<file path="config.mk">
export PLATFORM = sky130hd
export DESIGN_NAME = pcode_addr_gen_flat
export DESIGN_NICKNAME = d
export VERILOG_FILES = /design/src/rtl/pcode_addr_gen_if.sv /design/src/rtl/pcode_addr_gen.sv /design/src/flat_wrapper.sv
export SDC_FILE = /design/constraint.sdc
export NUM_CORES = 1
export LEC_CHECK = 0
export ABC_AREA = 0
export CAP_MARGIN = 20
export CELL_PAD_IN_SITES_DETAIL_PLACEMENT = 0
export CELL_PAD_IN_SITES_GLOBAL_PLACEMENT = 2
export CORE_MARGIN = 1.5
export CORE_UTILIZATION = 37
export CTS_BUF_LIST = sky130_fd_sc_hd__clkbuf_2 sky130_fd_sc_hd__clkbuf_4 sky130_fd_sc_hd__clkbuf_8
export CTS_CLUSTER_DIAMETER = 120
export DETAILED_ROUTE_END_ITERATION = 7
export GPL_ROUTABILITY_DRIVEN = 0
export GPL_TIMING_DRIVEN = 0
export PLACE_DENSITY = 0.87
export SETUP_SLACK_MARGIN = 0.2
export SLEW_MARGIN = 20
export SYNTH_ARGS = -nofsm -noshare
export SYNTH_HDL_FRONTEND = slang
export SYNTH_SLANG_ARGS = --single-unit
</file>
<file path="constraint.sdc">
create_clock -name clk -period 3.35 [get_ports clk]
set_clock_uncertainty 0.1 [all_clocks]
set_input_delay 0.67 -clock clk [delete_from_list [all_inputs] [get_ports clk]]
set_output_delay 0.67 -clock clk [all_outputs]
set_load 0.01 [all_outputs]
</file>
<file path="src/rtl/pcode_addr_gen_if.sv">
// Config handshake and code-address output bundle for the spreading-code NCO.
interface pcode_addr_gen_if #(
    parameter int unsigned ACC_W   = 32,
    parameter int unsigned EPOCH_W = 16
);
    logic               cfg_valid;
    logic               cfg_ready;
    logic [4:0]         cfg_prn;
    logic [9:0]         cfg_phase;
    logic [ACC_W-1:0]   cfg_fcw;
    logic               stop;
    logic               cfg_err;
    logic               busy;
    logic [15:0]        pcode_addr;
    logic               chip_stb;
    logic               epoch_stb;
    logic [EPOCH_W-1:0] epoch_cnt;
    logic               pcode_vld;

    modport master (
        output cfg_valid, cfg_prn, cfg_phase, cfg_fcw, stop,
        input  cfg_ready, cfg_err, busy, pcode_addr, chip_stb, epoch_stb, epoch_cnt, pcode_vld
    );

    modport slave (
        input  cfg_valid, cfg_prn, cfg_phase, cfg_fcw, stop,
        output cfg_ready, cfg_err, busy, pcode_addr, chip_stb, epoch_stb, epoch_cnt, pcode_vld
    );
endinterface

</file>
<file path="src/rtl/pcode_addr_gen.sv">
// Code NCO: fractional phase accumulator producing spreading-code ROM addresses,
// chip/epoch strobes and a hitless epoch-aligned config reload.
module pcode_addr_gen #(
    parameter int unsigned CODE_LEN  = 1023,
    parameter int unsigned NUM_BANKS = 20,
    parameter int unsigned ACC_W     = 32,
    parameter int unsigned EPOCH_W   = 16
) (
    input  logic clk,
    input  logic rst,
    pcode_addr_gen_if.slave bus
);
    localparam int unsigned ADDR_W = 16;
    localparam int unsigned PRN_W  = 5;
    localparam int unsigned CHIP_W = 10;

    typedef enum logic [1:0] {S_IDLE, S_LOAD, S_RUN} state_t;

    state_t              state, state_nxt;
    logic [ACC_W-1:0]    acc, acc_nxt;
    logic [ACC_W-1:0]    fcw, fcw_nxt;
    logic [ADDR_W-1:0]   base, base_nxt;
    logic [CHIP_W-1:0]   chip_idx, chip_idx_nxt;
    logic [ADDR_W-1:0]   pend_base, pend_base_nxt;
    logic [CHIP_W-1:0]   pend_phase, pend_phase_nxt;
    logic [ACC_W-1:0]    pend_fcw, pend_fcw_nxt;
    logic                pend_vld, pend_vld_nxt;
    logic [ADDR_W-1:0]   addr, addr_nxt;
    logic                chip_stb, chip_stb_nxt;
    logic                epoch_stb, epoch_stb_nxt;
    logic [EPOCH_W-1:0]  epoch_cnt, epoch_cnt_nxt;
    logic                pcode_vld, pcode_vld_nxt;
    logic                cfg_err, cfg_err_nxt;

    logic                hs_c, bad_c, ok_c;
    logic [ACC_W:0]      sum_c;
    logic [ADDR_W-1:0]   cfg_base_c;

    assign bus.cfg_ready  = !bus.stop && (state == S_IDLE || (state == S_RUN && !pend_vld));
    assign bus.busy       = (state != S_IDLE);
    assign bus.pcode_addr = addr;
    assign bus.chip_stb   = chip_stb;
    assign bus.epoch_stb  = epoch_stb;
    assign bus.epoch_cnt  = epoch_cnt;
    assign bus.pcode_vld  = pcode_vld;
    assign bus.cfg_err    = cfg_err;

    // prn*1023 as a shift-subtract
    assign cfg_base_c = (ADDR_W'(bus.cfg_prn) << 10) - ADDR_W'(bus.cfg_prn);
    assign hs_c       = bus.cfg_valid && bus.cfg_ready;
    assign bad_c      = (bus.cfg_prn >= PRN_W'(NUM_BANKS)) || (bus.cfg_phase >= CHIP_W'(CODE_LEN));
    assign ok_c       = hs_c && !bad_c;
    assign sum_c      = {1'b0, acc} + {1'b0, fcw};

    always_comb begin
        state_nxt      = state;
        acc_nxt        = acc;
        fcw_nxt        = fcw;
        base_nxt       = base;
        chip_idx_nxt   = chip_idx;
        pend_base_nxt  = pend_base;
        pend_phase_nxt = pend_phase;
        pend_fcw_nxt   = pend_fcw;
        pend_vld_nxt   = pend_vld;
        addr_nxt       = addr;
        chip_stb_nxt   = 1'b0;
        epoch_stb_nxt  = 1'b0;
        epoch_cnt_nxt  = epoch_cnt;
        pcode_vld_nxt  = chip_stb;
        cfg_err_nxt    = hs_c && bad_c;

        if (bus.stop) begin
            state_nxt    = S_IDLE;
            pend_vld_nxt = 1'b0;
        end else begin
            case (state)
                S_IDLE: begin
                    // chip_idx parks the start phase until LOAD publishes it
                    if (ok_c) begin
                        base_nxt     = cfg_base_c;
                        chip_idx_nxt = bus.cfg_phase;
                        fcw_nxt      = bus.cfg_fcw;
                        state_nxt    = S_LOAD;
                    end
                end
                S_LOAD: begin
                    addr_nxt      = base + ADDR_W'(chip_idx);
                    acc_nxt       = '0;
                    chip_stb_nxt  = 1'b1;
                    epoch_cnt_nxt = '0;
                    state_nxt     = S_RUN;
                end
                S_RUN: begin
                    acc_nxt = sum_c[ACC_W-1:0];
                    if (ok_c) begin
                        pend_base_nxt  = cfg_base_c;
                        pend_phase_nxt = bus.cfg_phase;
                        pend_fcw_nxt   = bus.cfg_fcw;
                        pend_vld_nxt   = 1'b1;
                    end
                    if (sum_c[ACC_W]) begin
                        chip_stb_nxt = 1'b1;
                        if (chip_idx == CHIP_W'(CODE_LEN - 1)) begin
                            epoch_stb_nxt = 1'b1;
                            epoch_cnt_nxt = EPOCH_W'(epoch_cnt + 1'b1);
                            // accumulator keeps running across reload for phase continuity
                            if (pend_vld) begin
                                base_nxt     = pend_base;
                                fcw_nxt      = pend_fcw;
                                chip_idx_nxt = pend_phase;
                                addr_nxt     = pend_base + ADDR_W'(pend_phase);
                                pend_vld_nxt = 1'b0;
                            end else begin
                                chip_idx_nxt = '0;
                                addr_nxt     = base;
                            end
                        end else begin
                            chip_idx_nxt = CHIP_W'(chip_idx + 1'b1);
                            addr_nxt     = base + ADDR_W'(CHIP_W'(chip_idx + 1'b1));
                        end
                    end
                end
                default: state_nxt = S_IDLE;
            endcase
        end
    end

    always_ff @(posedge clk or negedge rst) begin
        if (!rst) begin
            state      <= S_IDLE;
            acc        <= '0;
            fcw        <= '0;
            base       <= '0;
            chip_idx   <= '0;
            pend_base  <= '0;
            pend_phase <= '0;
            pend_fcw   <= '0;
            pend_vld   <= 1'b0;
            addr       <= '0;
            chip_stb   <= 1'b0;
            epoch_stb  <= 1'b0;
            epoch_cnt  <= '0;
            pcode_vld  <= 1'b0;
            cfg_err    <= 1'b0;
        end else begin
            state      <= state_nxt;
            acc        <= acc_nxt;
            fcw        <= fcw_nxt;
            base       <= base_nxt;
            chip_idx   <= chip_idx_nxt;
            pend_base  <= pend_base_nxt;
            pend_phase <= pend_phase_nxt;
            pend_fcw   <= pend_fcw_nxt;
            pend_vld   <= pend_vld_nxt;
            addr       <= addr_nxt;
            chip_stb   <= chip_stb_nxt;
            epoch_stb  <= epoch_stb_nxt;
            epoch_cnt  <= epoch_cnt_nxt;
            pcode_vld  <= pcode_vld_nxt;
            cfg_err    <= cfg_err_nxt;
        end
    end
endmodule

</file>
<file path="src/flat_wrapper.sv">
// flat-port wrapper written by rule: the top's interface ports become plain ports
module pcode_addr_gen_flat 
#(
    parameter int unsigned CODE_LEN  = 1023,
    parameter int unsigned NUM_BANKS = 20,
    parameter int unsigned ACC_W     = 32,
    parameter int unsigned EPOCH_W   = 16
)
  (clk, rst, bus_cfg_valid, bus_cfg_prn, bus_cfg_phase, bus_cfg_fcw, bus_stop, bus_cfg_ready, bus_cfg_err, bus_busy, bus_pcode_addr, bus_chip_stb, bus_epoch_stb, bus_epoch_cnt, bus_pcode_vld);
  pcode_addr_gen_if #(.ACC_W(ACC_W), .EPOCH_W(EPOCH_W)) bus_i ();
  input  logic clk;
  input  logic rst;
  input wire logic [$bits(bus_i.cfg_valid)-1:0] bus_cfg_valid;
  input wire logic [$bits(bus_i.cfg_prn)-1:0] bus_cfg_prn;
  input wire logic [$bits(bus_i.cfg_phase)-1:0] bus_cfg_phase;
  input wire logic [$bits(bus_i.cfg_fcw)-1:0] bus_cfg_fcw;
  input wire logic [$bits(bus_i.stop)-1:0] bus_stop;
  output wire logic [$bits(bus_i.cfg_ready)-1:0] bus_cfg_ready;
  output wire logic [$bits(bus_i.cfg_err)-1:0] bus_cfg_err;
  output wire logic [$bits(bus_i.busy)-1:0] bus_busy;
  output wire logic [$bits(bus_i.pcode_addr)-1:0] bus_pcode_addr;
  output wire logic [$bits(bus_i.chip_stb)-1:0] bus_chip_stb;
  output wire logic [$bits(bus_i.epoch_stb)-1:0] bus_epoch_stb;
  output wire logic [$bits(bus_i.epoch_cnt)-1:0] bus_epoch_cnt;
  output wire logic [$bits(bus_i.pcode_vld)-1:0] bus_pcode_vld;
  assign bus_i.cfg_valid = bus_cfg_valid;
  assign bus_i.cfg_prn = bus_cfg_prn;
  assign bus_i.cfg_phase = bus_cfg_phase;
  assign bus_i.cfg_fcw = bus_cfg_fcw;
  assign bus_i.stop = bus_stop;
  assign bus_cfg_ready = bus_i.cfg_ready;
  assign bus_cfg_err = bus_i.cfg_err;
  assign bus_busy = bus_i.busy;
  assign bus_pcode_addr = bus_i.pcode_addr;
  assign bus_chip_stb = bus_i.chip_stb;
  assign bus_epoch_stb = bus_i.epoch_stb;
  assign bus_epoch_cnt = bus_i.epoch_cnt;
  assign bus_pcode_vld = bus_i.pcode_vld;
  pcode_addr_gen #(.CODE_LEN(CODE_LEN), .NUM_BANKS(NUM_BANKS), .ACC_W(ACC_W), .EPOCH_W(EPOCH_W)) u_core (.clk(clk), .rst(rst), .bus(bus_i));
endmodule
</file>
Word level (Yosys, flattened, before mapping)
Cells that the tools add are included.
{ "classes": {"eq_ne": 9, "addsub": 7, "n_reduce_logical": 22, "bitwise": 1, "mux": 39, "magnitude_cmp": 2} }
{ "op_table": {"columns": ["operator", "count"], "rows": [
  ["16-bit two-way mux", 9],
  ["32-bit two-way mux", 4],
  ["32-bit case mux with 2 select lines", 2],
  ["16-bit case mux with 2 select lines", 3],
  ["16-bit by 10-bit adder with 16-bit output", 3],
  ["10-bit two-way mux", 4],
  ["32-bit by 32-bit adder with 33-bit output", 1],
  ["10-bit case mux with 2 select lines", 1],
  ["16-bit by 1-bit adder with 16-bit output (second input constant)", 1],
  ["15-bit by 5-bit subtractor with 16-bit output", 1],
  ["1-bit two-way mux", 12],
  ["10-bit by 1-bit adder with 10-bit output (second input constant)", 1],
  ["10-bit == test (second input constant)", 1],
  ["10-bit >= comparator (second input constant)", 1],
  ["4-bit AND reduction", 2],
  ["2-bit nonzero test", 4],
  ["2-bit by 1-bit != test with 1-bit output (second input constant)", 3],
  ["2-bit case mux with 3 select lines", 1],
  ["3-bit AND reduction", 2],
  ["6-bit AND reduction", 1],
  ["5-bit >= comparator (second input constant)", 1],
  ["1-bit logical AND", 5],
  ["2-bit two-way mux", 2],
  ["2-bit != test (second input constant)", 2],
  ["other kinds (9)", 13]
]} }
{ "word_totals": {"in_bits": 51, "regBits": 187, "out_inout_bits": 38, "elab_cells": 95} }

Longest topological paths before layout
{ "logic_depth": {"ltp_word": 12, "depth_mapped": 13, "depth_no_buf": 13} }

Least setup slack after synthesis
Ideal clock, no wire load.
{ "synth_path": {"kind": "reg-to-reg", "from": "register u_core.fcw[0]", "to": "register u_core.base[10]", "setup_time_ns": 0.133, "t_arrival_ns": 2.734, "setup_slack_ns": 0.383, "path_buffers": 2, "t_required_ns": 3.117, "synth_period_minus_slack_ns": 2.967, "path_stages_with_launch": 12, "path_cell_list": "dfrtp_1 > ha_1 > fa_1 > a211oi_1 > o21ai_1 > o21ai_1 > a21bo_2 > a21boi_4 > o211ai_1 > clkbuf_1 > clkbuf_1 > o21ai_0"} }
{ "synth_between": {"elab_chain_len": 3} }
{ "synth_rtl": {"columns": ["item", "line", "text"], "rows": [
  ["from (decl)", "pcode_addr_gen.sv:21", "logic [ACC_W-1:0] fcw, fcw_nxt;"],
  ["from (signal assigned)", "pcode_addr_gen.sv:148", "fcw <= fcw_nxt;"],
  ["32-bit by 32-bit adder with 33-bit output", "pcode_addr_gen.sv:53", "assign sum_c = {1'b0, acc} + {1'b0, fcw};"],
  ["2-bit by 1-bit != test with 1-bit output (no line)", null, null],
  ["6-bit AND reduction (no line)", null, null],
  ["to (signal assigned)", "pcode_addr_gen.sv:149", "base <= base_nxt;"],
  ["to (decl)", "pcode_addr_gen.sv:22", "logic [ADDR_W-1:0] base, base_nxt;"]
]} }
No other way between the ends.
A chain may end at the register's enable or synchronous reset.

Worst setup path after layout
{ "layout_path": {"from": "register u_core.chip_idx[0]", "to": "register u_core.addr[13] (netlist: u_core.bus.pcode_addr[13])"} }
{ "layout_between": {"elab_chain_len": 5, "elab_cells_between_ends": 7, "classes_between": "add/sub (3); eq/ne (1); mux (3)"} }
{ "layout_rtl": {"columns": ["item", "line", "text"], "rows": [
  ["from (decl)", "pcode_addr_gen.sv:23", "logic [CHIP_W-1:0] chip_idx, chip_idx_nxt;"],
  ["from (signal assigned)", "pcode_addr_gen.sv:150", "chip_idx <= chip_idx_nxt;"],
  ["10-bit by 1-bit adder with 10-bit output", "pcode_addr_gen.sv:119", "addr_nxt = base + ADDR_W'(CHIP_W'(chip_idx + 1'b1));"],
  ["16-bit by 10-bit adder with 16-bit output", "pcode_addr_gen.sv:119", null],
  ["16-bit two-way mux", "pcode_addr_gen.sv:103", "if (chip_idx == CHIP_W'(CODE_LEN - 1)) begin"],
  ["16-bit two-way mux", "pcode_addr_gen.sv:101", "if (sum_c[ACC_W]) begin"],
  ["16-bit case mux with 2 select lines (*)", "pcode_addr_gen.sv:76", "case (state)"],
  ["to (signal assigned)", "pcode_addr_gen.sv:155", "addr <= addr_nxt;"],
  ["to (decl)", "pcode_addr_gen.sv:28", "logic [ADDR_W-1:0] addr, addr_nxt;"]
]} }
Every way passes the cells marked *; elsewhere a longest branch is shown, timed or not. The select of a mux whose other input is x is not followed.

==> results_dict.tcl <==
set metrics [dict create \
    htree_levels 4 \
    synth_edf_count 0 \
    worstMarginPinSlew_ns 0.8456 \
    ir_drop_uv 350.8 \
    final.setup.tns_ns 0 \
    coreArea_um2 30830 \
    ant_nets 0 \
    setup_viol 0 \
    initial_core_util 0.3783 \
    powerDensity_nw_per_um2 586.6 \
    grt_overflow 0 \
    synth-main-ff-cell "dfrtp_1" \
    path_clk_slew_ns 0.09 \
    finalHoldViolCount 0 \
    min_period_ns 3.126 \
    synth_seq_cells 185 \
    rrSetupSlack_ns 0.22 \
    antenna_found_initial 0 \
    cts_tree "yes" \
    leakage_nw 6.318 \
    first_global_vias 9970 \
    clockBufferDepth 2 \
    fin_nets 1640 \
    fin_ws_ns 0.2241 \
    critical_path_class "flop to flop" \
    place_hpwl_mm 26.04 \
    grt_max_degree 97 \
    vias 10448 \
    critPathRequiredTime_ns 3.62 \
    postLayoutCoreUtil 0.4608 \
    drt_iter0_markers 686 \
    synthesis.area_um2 11660 \
    outcome "completed" \
    drive_gt1_frac 0.1207 \
    clk_latency_ns 0.49 \
    rows 64 \
    area_growth_pct 21.82 \
    period_share 0.9331 \
    relSlewSlack 0.4363 \
    drv_cap 0 \
    dpl_worst_slack_ns -0.8972 \
    grt_usage 0.2147 \
    avgSynthCellArea_um2 8.476 \
    fmax_ghz 0.3199 \
    arrival_ns 3.39 \
    ctsRootBufferMaster "clkbuf_8" \
    wl_per_cell_um 17.97 \
    drcViolationCount 0 \
    hold_class "flop to flop" \
    clock-sinks 185 \
    cp-end-kind "flop" \
    numCtsBuffers 17 \
    io_pins 89 \
    fillers 3096 \
    drt_wl_total_mm 34.52 \
    drt-pass1-iter-count 5 \
    start_kind "flop" \
    slew_violations 0 \
    rsz0062_at_grt "yes" \
    die_y_um 180.5 \
    async_reset_ff_frac 1.000 \
    synthCells 1376 \
    grt_pass1_wl_mm 55.21 \
    synth_fp_nets 1504 \
    die_w_um 180.5 \
    synth.distinct_cells 68 \
    yosysSeqAreaShare 0.3970 \
    post_drt_via_cell_ratio 5.439 \
    port-buffer-count 88 \
    yosysWarnings 0 \
    path_max_fanout 5 \
    diodes 0 \
    fp.dieArea_um2 32590 \
]
cells by family (layout without fill, tap and decap cells):
group                    count (synthesis)  after routing  synth area share
AO/OA/AOI/OAI                          381            381            0.1991
XOR/XNOR                                62             62           0.04656
adder cells (fa/ha/maj)                 77             77           0.08518
buffers and inverters                   97            246           0.03186
flip-flops                             185            185            0.3970
multiplexers                            47             47           0.04087
AND/OR/NAND/NOR                        527            527            0.1994
final cells by class:
type                    instances  area, um2  share of cell area
flip-flops and latches        185       4637              0.3264
multi-input cells            1094       7053              0.4964
inverters                      29      108.9            0.007662
clock buffers                  23      297.8             0.02096
well taps                     396      495.5             0.03487
plain buffers                  67      360.3             0.02536
clock inverters                 9      88.84            0.006253
repair buffers                118       1166             0.08208
final timing paths:
check                                               start                                    end  depth (start not counted)
setup / recovery           u_core.chip_idx[0]$_DFFE_PN0P_  u_core.bus.pcode_addr[13]$_DFFE_PN0P_                         13
hold / removal              u_core.bus.chip_stb$_DFF_PN0_         u_core.bus.pcode_vld$_DFF_PN0_                          0
setup reg to reg           u_core.chip_idx[0]$_DFFE_PN0P_  u_core.bus.pcode_addr[13]$_DFFE_PN0P_                         13
hold reg to reg             u_core.bus.chip_stb$_DFF_PN0_         u_core.bus.pcode_vld$_DFF_PN0_                          0
max in group asynchronous                             rst             u_core.acc[15]$_DFFE_PN0P_                          3
min in group asynchronous                             rst         u_core.chip_idx[1]$_DFFE_PN0P_                          2
placed cells by master, fill, tap and decap left out, types with 17 or more instances in the layout:
master	instances
clkdlybuf4s50_1	87
clkbuf_2	20
ha_1	59
a21oi_1	82
nor2_1	70
inv_1	28
xor2_1	26
clkbuf_1	30
o21ai_0	140
nand3_1	36
dfrtp_1	179
nand2_1	302
mux2i_1	42
clkbuf_8	21
xnor2_1	29
nand4_1	17
buf_4	26
Yosys cell counts (4+ instances only):
| master | n | area (um2) |
|---|---|---|
| a211oi_1 | 16 | 120.1 |
| o21ai_0 | 155 | 775.7 |
| a31o_2 | 8 | 70.07 |
| a21oi_1 | 84 | 420.4 |
| o211ai_1 | 13 | 97.59 |
| dfrtp_1 | 185 | 4629 |
| o31ai_1 | 12 | 90.09 |
| clkbuf_1 | 59 | 221.5 |
| xnor2_1 | 34 | 297.8 |
| ha_1 | 73 | 913.4 |
| mux2_2 | 5 | 56.30 |
| and2_1 | 6 | 37.54 |
| buf_2 | 6 | 30.03 |
| mux2i_1 | 42 | 420.4 |
| nand2b_1 | 10 | 62.56 |
| and3_1 | 10 | 62.56 |
| nand2_1 | 309 | 1160 |
| nand4_1 | 17 | 106.4 |
| a31oi_1 | 6 | 37.54 |
| nand3_1 | 39 | 195.2 |
| nor3b_1 | 7 | 52.55 |
| nor2b_1 | 12 | 75.07 |
| o21a_1 | 12 | 90.09 |
| nor3_1 | 13 | 65.06 |
| or4_1 | 5 | 37.54 |
| xor2_1 | 28 | 245.2 |
| o22ai_1 | 5 | 31.28 |
| o21ai_1 | 4 | 20.02 |
| o21bai_1 | 10 | 75.07 |
| nor2_1 | 71 | 266.5 |
| a21o_1 | 14 | 105.1 |
| or3_1 | 11 | 68.82 |
| inv_1 | 29 | 108.9 |
| fa_1 | 4 | 80.08 |
| and4_1 | 4 | 35.03 |
per-stage QoR:
step / instance area, um2 / power (mW) / hold slack, ns / std cells
final: 14210 / 8.334 / 0.2825 / 1921
after global routing: 14210 / 8.947 / 0.3013 / 1921
after CTS: 13740 / 7.960 / 0.2880 / 1901
after detailed placement: 13100 / 6.323 / 0.2658 / 1862
after global placement: 13040 / 6.265 / 0.2660 / 1860
after floorplan: 11660 / 5.246 / 0.2744 / 1376
critical path, cell delays in order, from the launching register on:
cell and delay [ns]:
dfrtp_2 0.45, buf_12 0.12, ha_4 0.16, nand3_2 0.10, xnor2_2 0.26, ha_4 0.27
nand2_2 0.08, o2111ai_2 0.14, a31o_2 0.29, a221o_1 0.41, nand2_2 0.13, xnor2_2 0.07
a221oi_2 0.30, o21ai_1 0.11
repair_timing:
| action | in CTS | in global routing |
|---|---|---|
| setup buffers | 7 | 20 |
| hold buffers | 1 | 0 |
| endpoints found under the hold margin | 20 | 0 |
| pin swaps | 6 | 27 |
| endpoints found under the setup margin | 146 | 119 |
| gates cloned | 0 | 0 |
| resized for setup | 60 | 96 |
registers in the layout, summed over array words and instances, names as in the netlist, 2 cells and up:
signal                 count
u_core.pend_phase         10
u_core.state               2
u_core.bus.epoch_cnt      16
u_core.bus.pcode_addr     16
u_core.chip_idx           10
u_core.acc                32
u_core.fcw                32
u_core.pend_fcw           32
u_core.base               15
u_core.pend_base          15
report_power, final:
part	internal [mW]	leakage (nW)	switching, mW
Clock	0.676	0.193	0.842
Combinational	1.75	3.67	1.98
Sequential	2.64	2.45	0.442
Total	5.07	6.32	3.26
per-layer routing:
| layer | part of all wire | GRT usage | wire length [um] | vias to the layer above |
|---|---|---|---|---|
| met3 | 0.038 | 0.02991 | 1312 | 31 |
| met5 | 0 | 0 | 0 | - |
| met4 | 0.015 | 0.05076 | 519 | 0 |
| met1 | 0.50 | 0.3140 | 17130 | 5083 |
| li1 | - | - | - | 5133 |
| met2 | 0.45 | 0.3340 | 15550 | 201 |
Power figures use the tool's default switching activity.
